File: src/rtl/frame_buf_scheduler.sv
// Frame buffer port scheduler: arbitrates capture, PE and VGA access, sequences the hand-tracking frame loop.
// Latency: write port registered (1 cycle after accept); read address combinational, read data 1 cycle later.
// Backpressure: PE reads yield to active VGA, out-of-range PE requests are refused; capture is dropped while frozen.
// Optional: define FB_SCHED_STATS_EN to add stall_cnt / frames_done statistics outputs.
module frame_buf_scheduler #(
  parameter int ADDR_W      = 17,
  parameter int DATA_W      = 16,
  parameter int WORDS_320   = 76800,
  parameter int WORDS_160   = 19200,
  parameter int HOLD_FRAMES = 2,
  parameter int TIMEOUT     = 2000000
) (
  input  logic              clk25,
  input  logic              rst,
  input  logic              ht_mode,
  input  logic              mode,
  input  logic              cap_we,
  input  logic [ADDR_W-1:0] cap_addr,
  input  logic [DATA_W-1:0] cap_data,
  input  logic              cap_eof,
  input  logic [ADDR_W-1:0] vga_addr,
  input  logic              vga_active,
  input  logic              vga_eof,
  output logic [DATA_W-1:0] vga_data,
  output logic              pe_start,
  output logic              pe_abort,
  input  logic              pe_rd_req,
  input  logic [ADDR_W-1:0] pe_rd_addr,
  output logic              pe_rd_gnt,
  output logic              pe_rd_valid,
  output logic [DATA_W-1:0] pe_rd_data,
  input  logic              pe_wr_req,
  input  logic [ADDR_W-1:0] pe_wr_addr,
  input  logic [DATA_W-1:0] pe_wr_data,
  output logic              pe_wr_gnt,
  input  logic              pe_done,
  output logic              buf_wren,
  output logic [ADDR_W-1:0] buf_wraddr,
  output logic [DATA_W-1:0] buf_wrdata,
  output logic [ADDR_W-1:0] buf_rdaddr,
  input  logic [DATA_W-1:0] buf_rddata,
  output logic [2:0]        state_o,
  output logic              err_timeout,
  output logic              err_oob
`ifdef FB_SCHED_STATS_EN
  ,
  output logic [23:0]       stall_cnt,
  output logic [15:0]       frames_done
`endif
);

  localparam int TW = (TIMEOUT > 1) ? $clog2(TIMEOUT) : 1;
  localparam int HW = $clog2(HOLD_FRAMES + 1);

  typedef enum logic [2:0] {
    NORMAL  = 3'd0,
    SYNC    = 3'd1,
    CAPTURE = 3'd2,
    PROCESS = 3'd3,
    DISPLAY = 3'd4
  } state_t;

  state_t            state;
  logic              mode_l;
  logic [TW-1:0]     tcnt;
  logic [HW-1:0]     hold_cnt;

  logic              in_proc;
  logic [ADDR_W-1:0] limit;
  logic              wr_in_rng;
  logic              rd_in_rng;
  logic              wr_acc;
  logic [ADDR_W-1:0] wr_addr_sel;
  logic [DATA_W-1:0] wr_data_sel;

  assign state_o    = state;
  assign vga_data   = buf_rddata;
  assign pe_rd_data = buf_rddata;

  // Port routing and grants; read address stays combinational so RAM data lands one cycle later
  always_comb begin
    in_proc     = (state == PROCESS);
    limit       = mode_l ? ADDR_W'(WORDS_160) : ADDR_W'(WORDS_320);
    wr_in_rng   = (pe_wr_addr < limit);
    rd_in_rng   = (pe_rd_addr < limit);
    pe_wr_gnt   = ~rst & in_proc & pe_wr_req & wr_in_rng;
    pe_rd_gnt   = ~rst & in_proc & pe_rd_req & ~vga_active & rd_in_rng;
    buf_rdaddr  = pe_rd_gnt ? pe_rd_addr : vga_addr;
    wr_acc      = 1'b0;
    wr_addr_sel = cap_addr;
    wr_data_sel = cap_data;
    case (state)
      NORMAL, SYNC, CAPTURE: begin
        wr_acc = cap_we;
      end
      PROCESS: begin
        wr_acc      = pe_wr_gnt;
        wr_addr_sel = pe_wr_addr;
        wr_data_sel = pe_wr_data;
      end
      default: begin
        wr_acc = 1'b0;
      end
    endcase
  end

  // Registered write port and read-valid pipeline
  always_ff @(posedge clk25) begin
    if (rst) begin
      buf_wren    <= 1'b0;
      buf_wraddr  <= '0;
      buf_wrdata  <= '0;
      pe_rd_valid <= 1'b0;
    end else begin
      buf_wren    <= wr_acc;
      pe_rd_valid <= pe_rd_gnt;
      if (wr_acc) begin
        buf_wraddr <= wr_addr_sel;
        buf_wrdata <= wr_data_sel;
      end
    end
  end

  // Frame-loop sequencer with registered pulses, sticky errors and mode latch
  always_ff @(posedge clk25) begin
    if (rst) begin
      state       <= NORMAL;
      mode_l      <= 1'b0;
      tcnt        <= '0;
      hold_cnt    <= '0;
      pe_start    <= 1'b0;
      pe_abort    <= 1'b0;
      err_timeout <= 1'b0;
      err_oob     <= 1'b0;
    end else begin
      pe_start <= 1'b0;
      pe_abort <= 1'b0;
      if (in_proc && ((pe_wr_req && !wr_in_rng) || (pe_rd_req && !rd_in_rng))) begin
        err_oob <= 1'b1;
      end
      if (!ht_mode) begin
        // Leaving hand tracking: the PE is told only if it was mid-frame
        state    <= NORMAL;
        tcnt     <= '0;
        hold_cnt <= '0;
        if (in_proc) begin
          pe_abort <= 1'b1;
        end
      end else begin
        case (state)
          NORMAL: begin
            state <= SYNC;
          end
          SYNC: begin
            if (cap_eof) begin
              state  <= CAPTURE;
              mode_l <= mode;
            end
          end
          CAPTURE: begin
            if (cap_eof) begin
              state    <= PROCESS;
              pe_start <= 1'b1;
              tcnt     <= '0;
            end
          end
          PROCESS: begin
            if (pe_done) begin
              state    <= DISPLAY;
              hold_cnt <= '0;
              tcnt     <= '0;
            end else if (tcnt == TW'(TIMEOUT - 1)) begin
              state       <= CAPTURE;
              mode_l      <= mode;
              pe_abort    <= 1'b1;
              err_timeout <= 1'b1;
              tcnt        <= '0;
            end else begin
              tcnt <= tcnt + 1'b1;
            end
          end
          DISPLAY: begin
            if (vga_eof) begin
              if (hold_cnt == HW'(HOLD_FRAMES - 1)) begin
                state    <= CAPTURE;
                mode_l   <= mode;
                hold_cnt <= '0;
              end else begin
                hold_cnt <= hold_cnt + 1'b1;
              end
            end
          end
          default: begin
            state <= NORMAL;
          end
        endcase
      end
    end
  end

`ifdef FB_SCHED_STATS_EN
  // Statistics: saturating PE read stalls and wrapping count of processed frames
  always_ff @(posedge clk25) begin
    if (rst || (!ht_mode && state != NORMAL)) begin
      stall_cnt   <= '0;
      frames_done <= '0;
    end else begin
      if (in_proc && pe_rd_req && !pe_rd_gnt && stall_cnt != 24'hFFFFFF) begin
        stall_cnt <= stall_cnt + 24'd1;
      end
      if (in_proc && pe_done) begin
        frames_done <= frames_done + 16'd1;
      end
    end
  end
`endif

endmodule

File: config.mk
export PLATFORM = sky130hd
export DESIGN_NAME = frame_buf_scheduler
export DESIGN_NICKNAME = d
export VERILOG_FILES = /design/src/rtl/frame_buf_scheduler.sv
export SDC_FILE = /design/constraint.sdc
export NUM_CORES = 1
export LEC_CHECK = 0
export BUFFER_PORTS_ARGS = -buffer_cell sky130_fd_sc_hd__buf_4
export CORE_MARGIN = 4
export CORE_UTILIZATION = 25
export CTS_BUF_LIST = sky130_fd_sc_hd__clkbuf_2 sky130_fd_sc_hd__clkbuf_4 sky130_fd_sc_hd__clkbuf_8
export DETAILED_ROUTE_END_ITERATION = 12
export REMOVE_ABC_BUFFERS = 1
export SYNTH_ARGS = -nofsm -noshare
export SYNTH_HDL_FRONTEND = slang
export SYNTH_SLANG_ARGS = --single-unit
File: constraint.sdc
create_clock -name clk25 -period 3.47 [get_ports clk25]
set_input_delay 0.1735 -clock clk25 [delete_from_list [all_inputs] [get_ports clk25]]
set_output_delay 0.1735 -clock clk25 [all_outputs]
set_load 0.01 [all_outputs]
==> flow_summary.json <==
{
  "die_x_um": 134,
  "synth_area_mm2": 0.00395,
  "clock_path_buffers": 2,
  "grt_pass1_wl_mm": 20.8,
  "rows": 45,
  "fillCellCount": 1647,
  "cp_slowest_cell": "dfxtp_1",
  "place_congestion": 0.819,
  "grt_pass1_vias": 3925,
  "initial_core_util": 0.257,
  "routed.top_layer": "met4",
  "cp-end-kind": "output pin",
  "cts_resized": 0,
  "die_area_mm2": 0.0179,
  "slew-limit-headroom": 0.521,
  "hold_violations": 0,
  "syn_inst": 498,
  "clock_sinks": 66,
  "worstSetupStartpointType": "register",
  "slew_viol_final": 0,
  "portBuffers": 171,
  "worst_pin_slew_ns": 0.718,
  "synth.distinct_cells": 52,
  "cts_tree": "built",
  "final_nets": 760,
  "multiInputGateArea_mm2": 0.00224,
  "synth_area_leaders": "dfxtp_1 (33%), nand2_1 (8.4%), a311oi_1 (8.0%)",
  "post-dp-hpwl_mm": 9.75,
  "fmax_mhz": 345,
  "grt_max_degree": 42,
  "critPathTopFamily": "flip-flops",
  "fin_skew_ns": 0.0156,
  "grt.overflow.total": 0,
  "antenna_left": 0,
  "met1_length_mm": 6.00,
  "wl_mm": 13.1,
  "path_buf_inv": 3,
  "cp.required_ns": 3.30,
  "arrival_ns": 2.72,
  "wl_per_cell_um": 15.7,
  "synthToLayoutAreaGrowth_pct": 35.9,
  "ys.flop_type": "dfxtp_1",
  "power.total_mw": 1.69,
  "regArea_mm2": 0.00132,
  "clkLatencyLatePin_ns": 0.35,
  "ys_seq_area_frac": 0.334,
  "wl_met2_mm": 5.94,
  "fin_crit_ns": 2.90,
  "ios": 220,
  "peakVddDrop_v": 0.000145,
  "antenna_cells": 0,
  "fin_area_mm2": 0.00537,
  "fp.dieH_um": 134,
  "power.leakage_nw": 2.28,
  "grt_util_all_layers": 0.142,
  "drive_above_1_share": 0.357,
  "maxCapViolCount": 0,
  "powerDensity_mw_per_mm2": 315,
  "via_per_inst": 4.96,
  "ys_ff_latch": 66,
  "syn-mean-instance-area_um2": 7.94,
  "route.met3.wl_mm": 1.01,
  "status": "completed",
  "path_common_cell": "buf_4",
  "place_area_mm2": 0.00520,
  "htreeDepth": 3,
  "yosys_warnings": 0,
  "vias": 4159,
  "crit_fanout": 19,
  "synth_top_area_frac": 0.334,
  "max_stage_delay_ns": 0.52,
  "cts_buffers": 9,
  "coreArea_mm2": 0.0154,
  "clkTransAtPathRegs_ns": 0.07,
  "yosysTopAreaCell": "dfxtp_1",
  "fin_setup_tns_ns": 0,
  "ctsHoldBuffers": 0,
  "drc_errors": 0,
  "hold_path_class": "input port to register",
  "synth_edf_count": 0,
  "crit_chain": "inv_1 -> ha_1 -> a211o_1 -> a21oi_1 -> and4b_1 -> o21ai_2 -> buf_4 -> mux2_2 -> buf_4",
  "postCtsSetupBuffers": 0,
  "async_flop_share": 0,
  "crit_type": "register to output pin",
  "cts_root_buf": "clkbuf_8",
  "antenna_found_initial": 0,
  "first_pass_iters": 5,
  "fin_crit_sh": 0.835,
  "first_iter_violations": 219,
  "setup_viol_count_final": 0,
  "rsz0062_at_grt": "no"
}
-- synth_stat cells, types with 7 or more instances --
| library cell | n |
|---|---|
| nor3_1 | 41 |
| and3_1 | 7 |
| nor2_1 | 20 |
| nand2_1 | 88 |
| buf_4 | 32 |
| nand3_1 | 20 |
| o21ai_0 | 12 |
| inv_1 | 8 |
| dfxtp_1 | 66 |
| nand2b_1 | 9 |
| nand4_1 | 10 |
| ha_1 | 11 |
| a311oi_1 | 36 |
| mux2_2 | 17 |
| buf_2 | 8 |
| a21oi_1 | 16 |
| clkbuf_1 | 25 |
-- stage by stage --
| step | hold WS, ns | cells | setup slack, ns | utilization |
|---|---|---|---|---|
| floorplan | 0.245 | 432 | 0.00127 | - |
| global route | 0.0180 | 838 | 0.353 | 0.350 |
| finish | 0.0295 | 838 | 0.572 | 0.350 |
| CTS | 0.00925 | 838 | 0.518 | 0.350 |
| detailed placement | 0.347 | 822 | 0.858 | 0.338 |
| global placement | 0.347 | 822 | 0.930 | 0.338 |
-- registers in the layout, indices dropped and copies added (netlist names) --
register / flops
err_oob: 1
mode_l: 1
tcnt: 21
pe_rd_valid: 1
buf_wraddr: 17
state_o: 3
buf_wren: 1
err_timeout: 1
pe_start: 1
pe_abort: 1
hold_cnt: 2
buf_wrdata: 16
-- per-layer routing --
| metal | track usage | up-vias |
|---|---|---|
| li1 | - | 2046 |
| met1 | 0.193 | 1947 |
| met4 | 0.0337 | 0 |
| met2 | 0.216 | 152 |
| met5 | 0 | - |
| met3 | 0.0495 | 14 |
-- cells by family after synthesis --
group,Yosys count,synth area share
flip-flops,66,0.334
adder cells (fa/ha/maj),11,0.0348
AND/OR/NAND/NOR,234,0.296
multiplexers,19,0.0535
buffers and inverters,74,0.103
AO/OA/AOI/OAI,92,0.174
XOR/XNOR,2,0.00443
-- final cells by class --
cell class,instances,area share
timing repair buffer,179,0.250
clock inverter,5,0.00582
sequential,66,0.246
inverter,8,0.00559
clock buffer,11,0.0258
tap,211,0.0491
multi-input combinational,358,0.418
-- power by group --
part           leakage, nW  internal (mW)  switching, mW
clock network       0.0899          0.273          0.306
logic                 1.65          0.176          0.133
registers            0.541          0.787         0.0194
-- final timing paths --
kind / cells after the start / slack [ns] / startpoint / endpoint
setup reg to reg: 7 / 0.85 / mode_l / buf_wraddr[4]
hold / removal: 2 / 0.03 / vga_eof / hold_cnt[1]
setup / recovery: 9 / 0.57 / mode_l / buf_rdaddr[14]
hold reg to reg: 2 / 0.45 / hold_cnt[1] / hold_cnt[1]
-- cells in the final DEF, fill, tap and decap left out, types with 3 or more instances in the layout --
cell and n:
nand3b_1 3, nand4_1 10, nor4_1 5, nor2b_1 5, nand2_1 88, inv_1 8
or4_1 6, a21oi_1 16, nor3b_1 6, nor3_1 41, nor2_1 20, clkbuf_8 9
a311oi_1 36, mux2_2 17, clkinv_2 3, nand2b_1 9, dfxtp_1 66, nand3_1 20
o21ai_0 12, buf_4 179, or2_2 4, a211oi_1 4, ha_1 11, a31oi_1 5
and3_1 7
No activity file was read; power rests on OpenSTA's default activity.
